**config.mk**
```make
export PLATFORM = sky130hd
export DESIGN_NAME = fetch_iq_unit
export DESIGN_NICKNAME = d
export VERILOG_FILES = /design/src/rtl/fetch_iq_unit.sv
export SDC_FILE = /design/constraint.sdc
export NUM_CORES = 2
export LEC_CHECK = 0
export ABC_AREA = 1
export BUFFER_PORTS_ARGS = -buffer_cell sky130_fd_sc_hd__clkbuf_2
export CAP_MARGIN = 20
export CORE_MARGIN = 3
export CORE_UTILIZATION = 45
export DETAILED_ROUTE_END_ITERATION = 6
export PLACE_DENSITY = 0.58
export SLEW_MARGIN = 5
export SYNTH_ARGS = -nofsm -noshare
export SYNTH_HDL_FRONTEND = slang
export SYNTH_SLANG_ARGS = --single-unit
```
**constraint.sdc**
```tcl
create_clock -name clk_in -period 16.05 [get_ports clk_in]
set_input_delay 1.605 -clock clk_in [delete_from_list [all_inputs] [get_ports clk_in]]
set_output_delay 1.605 -clock clk_in [all_outputs]
set_load 0.005 [all_outputs]
```
**src/rtl/fetch_iq_unit.sv**
```systemverilog
// fetch_iq_unit: builds 32-bit instructions from a byte-wide memory port, caches
// them in a direct-mapped I-cache and hands them to decode through a small queue.
module fetch_iq_unit #(
  parameter int unsigned       ADDR_W     = 32,
  parameter int unsigned       IDX_W      = 6,
  parameter int unsigned       IQ_DEPTH_W = 2,
  parameter logic [ADDR_W-1:0] RESET_PC   = '0
) (
  input  logic              clk_in,
  input  logic              rst_in,
  input  logic              rdy_in,
  input  logic              change_pc,
  input  logic [ADDR_W-1:0] next_pc,
  input  logic              icache_inv,
  input  logic              io_stall,
  input  logic              mem_rdy,
  input  logic [7:0]        mem_byte,
  output logic [ADDR_W-1:0] req_addr,
  output logic              out_valid,
  output logic [31:0]       out_inst,
  output logic [ADDR_W-1:0] out_pc,
  input  logic              out_ready
);

  localparam int unsigned LINES  = 2 ** IDX_W;
  localparam int unsigned DEPTH  = 2 ** IQ_DEPTH_W;
  localparam int unsigned TAG_W  = ADDR_W - IDX_W - 2;
  localparam int unsigned CNT_W  = IQ_DEPTH_W + 1;
  localparam int unsigned INST_W = 32;

  typedef struct packed {
    logic [INST_W-1:0] inst;
    logic [ADDR_W-1:0] pc;
  } iq_entry_t;

  // fetch state
  logic [ADDR_W-1:0] pc_q, pc_d;
  logic [1:0]        cnt_q, cnt_d;
  logic              pend_q, pend_d;
  logic [23:0]       collect_q, collect_d;
  logic [ADDR_W-1:0] req_d;

  // cache arrays
  logic [LINES-1:0]  valid_q;
  logic [TAG_W-1:0]  tag_mem  [LINES];
  logic [INST_W-1:0] data_mem [LINES];

  // instruction queue
  iq_entry_t             iq_mem [DEPTH];
  logic [IQ_DEPTH_W-1:0] head_q, tail_q;
  logic [CNT_W-1:0]      count_q;

  logic [IDX_W-1:0]  line_idx;
  logic [TAG_W-1:0]  line_tag;
  logic              hit_c;
  logic              deq_c;
  logic              space_c;
  logic              flush_c;
  logic              inv_c;
  logic              pop_c;
  logic              enq_c;
  logic              fill_c;
  logic [INST_W-1:0] enq_inst;
  iq_entry_t         enq_entry;

  assign line_idx  = pc_q[IDX_W+1:2];
  assign line_tag  = pc_q[ADDR_W-1:IDX_W+2];
  assign hit_c     = valid_q[line_idx] && (tag_mem[line_idx] == line_tag);

  assign out_valid = (count_q != '0);
  assign out_inst  = iq_mem[head_q].inst;
  assign out_pc    = iq_mem[head_q].pc;

  assign deq_c     = out_valid && out_ready;
  assign space_c   = (count_q < CNT_W'(DEPTH)) || deq_c;
  assign flush_c   = rdy_in && change_pc;
  assign inv_c     = rdy_in && icache_inv;
  assign pop_c     = rdy_in && !change_pc && deq_c;
  assign enq_entry = '{inst: enq_inst, pc: pc_q};

  // Next-state: redirect, then queue-full hold, then cache hit, then byte path.
  always_comb begin
    pc_d      = pc_q;
    cnt_d     = cnt_q;
    pend_d    = pend_q;
    collect_d = collect_q;
    req_d     = req_addr;
    enq_c     = 1'b0;
    fill_c    = 1'b0;
    enq_inst  = '0;

    if (rdy_in) begin
      if (change_pc) begin
        pc_d   = next_pc & ~ADDR_W'(3);
        req_d  = next_pc & ~ADDR_W'(3);
        cnt_d  = '0;
        pend_d = 1'b0;
      end else if (!space_c) begin
        // byte in flight is dropped and re-requested once space frees up
        req_d  = pc_q + ADDR_W'(cnt_q);
        pend_d = 1'b0;
      end else if (cnt_q == 2'd0 && hit_c) begin
        enq_c    = 1'b1;
        enq_inst = data_mem[line_idx];
        pc_d     = pc_q + ADDR_W'(4);
        req_d    = pc_q + ADDR_W'(4);
        pend_d   = 1'b0;
      end else begin
        pend_d = mem_rdy;
        if (mem_rdy) begin
          req_d = req_addr + ADDR_W'(1);
        end
        if (pend_q && !io_stall) begin
          if (cnt_q == 2'd3) begin
            enq_c    = 1'b1;
            fill_c   = 1'b1;
            enq_inst = {mem_byte, collect_q};
            pc_d     = pc_q + ADDR_W'(4);
            cnt_d    = '0;
          end else begin
            cnt_d = cnt_q + 2'd1;
            case (cnt_q)
              2'd0:    collect_d[7:0]   = mem_byte;
              2'd1:    collect_d[15:8]  = mem_byte;
              default: collect_d[23:16] = mem_byte;
            endcase
          end
        end
        // IO write borrows the port: rewind to the first byte not yet collected
        if (io_stall) begin
          req_d  = pc_q + ADDR_W'(cnt_q);
          pend_d = 1'b0;
        end
      end
    end
  end

  always_ff @(posedge clk_in or negedge rst_in) begin
    if (!rst_in) begin
      pc_q      <= RESET_PC;
      req_addr  <= RESET_PC;
      cnt_q     <= '0;
      pend_q    <= 1'b0;
      collect_q <= '0;
    end else begin
      pc_q      <= pc_d;
      req_addr  <= req_d;
      cnt_q     <= cnt_d;
      pend_q    <= pend_d;
      collect_q <= collect_d;
    end
  end

  // Valid bits: invalidation beats a same-cycle refill.
  always_ff @(posedge clk_in or negedge rst_in) begin
    if (!rst_in) begin
      valid_q <= '0;
    end else if (inv_c) begin
      valid_q <= '0;
    end else if (fill_c) begin
      valid_q[line_idx] <= 1'b1;
    end
  end

  always_ff @(posedge clk_in) begin
    if (fill_c && !inv_c) begin
      tag_mem[line_idx]  <= line_tag;
      data_mem[line_idx] <= enq_inst;
    end
  end

  always_ff @(posedge clk_in or negedge rst_in) begin
    if (!rst_in) begin
      head_q  <= '0;
      tail_q  <= '0;
      count_q <= '0;
      iq_mem  <= '{default: '0};
    end else if (flush_c) begin
      head_q  <= '0;
      tail_q  <= '0;
      count_q <= '0;
    end else begin
      if (enq_c) begin
        iq_mem[tail_q] <= enq_entry;
        tail_q         <= tail_q + IQ_DEPTH_W'(1);
      end
      if (pop_c) begin
        head_q <= head_q + IQ_DEPTH_W'(1);
      end
      count_q <= count_q + CNT_W'(enq_c) - CNT_W'(pop_c);
    end
  end

endmodule
```
==> results.yml <==
layout:
  fraction_of_final_layout_cells_with_drive_strength_greater_than_1: 0.107
  fin_util: 0.511
  area_growth_syn_to_layout_pct: 12.7
  layout.nets: 12700
  post-route-cell-area_mm2: 0.177
worst_setup_path:
  critical_path.reg2reg.startpoint: "pc_q[3]"
  worst_setup_path_start_kind: "register"
  endpoint_kind: "register"
  timing.critical_path.arrival_ps: 11080
  reg2reg_slack_ps: 5520
  cp-startpoint: "pc_q[3]"
  required_ps: 16610
  cell_depth_of_the_worst_flop_to_flop_path: 27
  crit_path_end: "tag_mem[38][16]"
  worstSetupPathType: "reg -> reg"
  worstReg2RegEnd: "tag_mem[38][16]"
  critical_path_peak_fanout: 47
clocking:
  post-cts-setup-buffer-count: 0
  clock_sinks: 3992
  clockRootBuffer: "sky130_fd_sc_hd__clkbuf_16"
  cts-buffers-inserted: 398
  cts_hold_buf: 0
  cts_tree: "yes"
  post_cts_resized: 0
  ctsHtreeMaxLevel: 5
  clockBufferDepth: 4
  clk_pin_slew_ps: 60
  insertion_delay_ps: 990
logic_synthesis:
  number_of_instances_in_the_synthesized_netlist: 12500
  number_of_enable_type_register_cells_in_the_synthesized_netlist: 3584
  async_flop_share: 0.102
  ys_warn_count: 0
  yosys_most_used_dff: "sky130_fd_sc_hd__edfxtp_1"
  synthesis.area_per_instance_um2: 12.6
  cell_area_after_synthesis_mm2: 0.157
  synth.distinct_cells: 46
  post_synthesis_sequential_area_ratio: 0.749
  synth-seq-cells: 3992
timing:
  max_freq_mhz: 95.0
  final.period_utilization: 0.656
  tns_ps: 0
  setup_ws_ps: 5520
  finalSetupViolCount: 0
  final_hold_violation_count: 0
  worst_clock_skew_ps: 65.7
  fin_crit_ps: 10530
  rsz0062_at_grt: "no"
  final-max-slew-violation-count: 0
  relSlewSlack: 0.149
  worst_hold_slack_ps: 479
  worstMarginPinSlew_ps: 1280
placement:
  hpwl_um: 278000
  gp_congestion: 0.900
  pre_cts_ws_ps: 5880
  place.port_buffers: 140
  placement_stage_cell_area_mm2: 0.164
global_route:
  grt.total_usage: 0.286
  grt_first_pass_wirelength_um: 733000
  grt_remaining_overflow: 0
  maximum_number_of_pins_on_one_net_before_global_route_repair: 183
  vias_in_the_first_global_route: 98600
  grt_antenna_before_repair: 14
floorplanning:
  die-height_um: 597
  fp.dieArea_mm2: 0.357
  start_util: 0.453
  placement_rows: 216
  die_width_um: 597
  floorplan.core_area_mm2: 0.347
  floorplan.io_pins: 145
status:
  run_status: "completed"
route:
  drt_pass1_iterations: 6
  route.detailed.drc: 0
  drt.antenna.violating_nets: 0
  route.final.wire_length_um: 523000
  wl_per_cell_um: 29.8
  via_count: 105000
  detail_route.iter0.violations: 14500
  drt-vias-per-instance: 6.00
power_and_ir_drop:
  power.static_leakage_nw: 66.8
  ir_worst_vdd_v: 0.0000980
  power.density_cell_area_mw_per_mm2: 137
run:
  max-cap-violations: 0
hold_path:
  hp-class: "reg -> reg"
-- state kept, by name, summed over array words and instances, names as in the netlist --
name and cells:
cnt_q 2, pend_q 1, tag_mem 1536, collect_q 24
data_mem 2048, head_q 2, iq_mem 248, count_q 3
req_addr 32, pc_q 30, valid_q 64, tail_q 2
-- metal layers --
metal | up-vias | part of all wire | track usage
li1 | 45100 | - | -
met1 | 53300 | 0.39 | 0.394
met2 | 5833 | 0.46 | 0.450
met3 | 1088 | 0.096 | 0.0444
met4 | 8 | 0.052 | 0.133
met5 | - | 0.00011 | 0
-- through the flow --
stage	std cells	power, mW
3_5_place_dp	16800	15.1
5_1_grt	17500	25.0
4_1_cts	17500	24.3
2_1_floorplan	12500	13.6
3_3_place_gp	16800	15.0
6_report	17600	24.2
-- cells in the mapped netlist (all sizes together), types with 13 or more instances --
master     n  area share
inv      864       0.021
o211ai    82      0.0039
o22a      34      0.0019
nand4     77      0.0031
nand2   2619       0.062
clkbuf   504       0.012
o221ai    36      0.0020
nor2     916       0.022
o22ai    916       0.036
o21ai   1027       0.033
edfxtp  3584        0.68
nor4      20     0.00080
buf      227      0.0065
dfrtp    408       0.065
or2      221      0.0088
nand3    493       0.016
nor3      84      0.0027
a22o      13     0.00072
xor2      38      0.0021
o41ai    181       0.010
a21oi     71      0.0023
-- layout make-up --
cell class              count  area (um2)
fillers                 29200      170000
clock inverters           232        2350
repair buffers            461        3460
well taps                4578        5730
flip-flops and latches   3992      118000
diodes                      5        12.5
inverters                 874        3290
multi-input cells        6904       34000
clock buffers             507       10600
-- worst max-delay path, stage by stage (launching register included) --
cell                      delay (ps)
sky130_fd_sc_hd__dfrtp_2         630
sky130_fd_sc_hd__buf_4           450
sky130_fd_sc_hd__nand2_4         160
sky130_fd_sc_hd__buf_4           580
sky130_fd_sc_hd__buf_4           590
sky130_fd_sc_hd__buf_4           630
sky130_fd_sc_hd__nor2_1          120
sky130_fd_sc_hd__o21ai_0         100
sky130_fd_sc_hd__nand2_1          70
sky130_fd_sc_hd__o21ai_0         420
sky130_fd_sc_hd__nand2_1         240
sky130_fd_sc_hd__nor2_1          360
sky130_fd_sc_hd__nand2_1         110
sky130_fd_sc_hd__nand2_1          90
sky130_fd_sc_hd__nand2_1          50
sky130_fd_sc_hd__nand2_1          80
sky130_fd_sc_hd__nor2_1           50
sky130_fd_sc_hd__nand2_1          80
sky130_fd_sc_hd__nor2_2           60
sky130_fd_sc_hd__buf_4           260
sky130_fd_sc_hd__nand2_2         120
sky130_fd_sc_hd__buf_4           400
sky130_fd_sc_hd__nand2_1         450
sky130_fd_sc_hd__nor3_4          620
sky130_fd_sc_hd__nand2_1         660
sky130_fd_sc_hd__nor2_4         1100
sky130_fd_sc_hd__buf_4           600
sky130_fd_sc_hd__buf_4           700
-- worst min-delay path by stage --
| stage | from | to | slack [ps] | cells after the start |
|---|---|---|---|---|
| 3_5_place_dp | iq_mem[89] | iq_mem[89] | 470 | 2 |
| 4_1_cts | iq_mem[89] | iq_mem[89] | 480 | 2 |
| 6_report | iq_mem[165] | iq_mem[165] | 480 | 2 |
| 5_1_grt | iq_mem[136] | iq_mem[136] | 490 | 2 |
| 3_3_place_gp | iq_mem[78] | iq_mem[78] | 460 | 2 |
| 2_1_floorplan | collect_q[15] | collect_q[15] | 440 | 2 |
-- power breakdown --
part	switching, mW	leakage (nW)	internal (mW)	total (mW)
Clock	4.00	6.34	5.33	9.33
Sequential	0.0902	39.6	11.4	11.5
Combinational	2.53	20.8	0.867	3.40
Total	6.63	66.8	17.6	24.2
-- kinds of logic after synthesis --
group	Yosys count	synth area share
AO/OA/AOI/OAI	2388	0.0914
XOR/XNOR	50	0.00278
adder cells (fa/ha/maj)	12	0.00100
buffers and inverters	1605	0.0394
flip-flops	3992	0.749
multiplexers	9	0.000573
other	1	0.0000238
AND/OR/NAND/NOR	4443	0.116
-- placed cells by master (no fill, tap or decap), types with 9 or more instances in the layout --
cell	n
sky130_fd_sc_hd__edfxtp_1	3584
sky130_fd_sc_hd__nand2_1	2606
sky130_fd_sc_hd__o21ai_0	1022
sky130_fd_sc_hd__o22ai_1	916
sky130_fd_sc_hd__inv_1	860
sky130_fd_sc_hd__nor2_1	841
sky130_fd_sc_hd__nand3_1	489
sky130_fd_sc_hd__clkbuf_16	404
sky130_fd_sc_hd__dfrtp_1	379
sky130_fd_sc_hd__buf_4	297
sky130_fd_sc_hd__or2_2	221
sky130_fd_sc_hd__o41ai_1	181
sky130_fd_sc_hd__clkbuf_2	138
sky130_fd_sc_hd__clkinv_1	92
sky130_fd_sc_hd__clkbuf_1	88
sky130_fd_sc_hd__o211ai_1	82
sky130_fd_sc_hd__nand4_1	77
sky130_fd_sc_hd__nor3_1	77
sky130_fd_sc_hd__clkinv_2	72
sky130_fd_sc_hd__nor2_4	71
sky130_fd_sc_hd__a21oi_1	71
sky130_fd_sc_hd__bufinv_16	39
sky130_fd_sc_hd__xor2_1	38
sky130_fd_sc_hd__o221ai_1	36
sky130_fd_sc_hd__o22a_1	34
sky130_fd_sc_hd__dfrtp_2	27
sky130_fd_sc_hd__nor4_1	20
sky130_fd_sc_hd__buf_12	19
sky130_fd_sc_hd__clkbuf_8	14
sky130_fd_sc_hd__a22o_1	13
sky130_fd_sc_hd__xnor2_1	12
sky130_fd_sc_hd__nand3b_1	11
sky130_fd_sc_hd__ha_1	11
sky130_fd_sc_hd__clkinvlp_4	11
sky130_fd_sc_hd__nand2_4	10
sky130_fd_sc_hd__o31ai_1	9
sky130_fd_sc_hd__mux2i_1	9
sky130_fd_sc_hd__clkinv_8	9
Note: power is estimated with default switching activity, not from simulation.
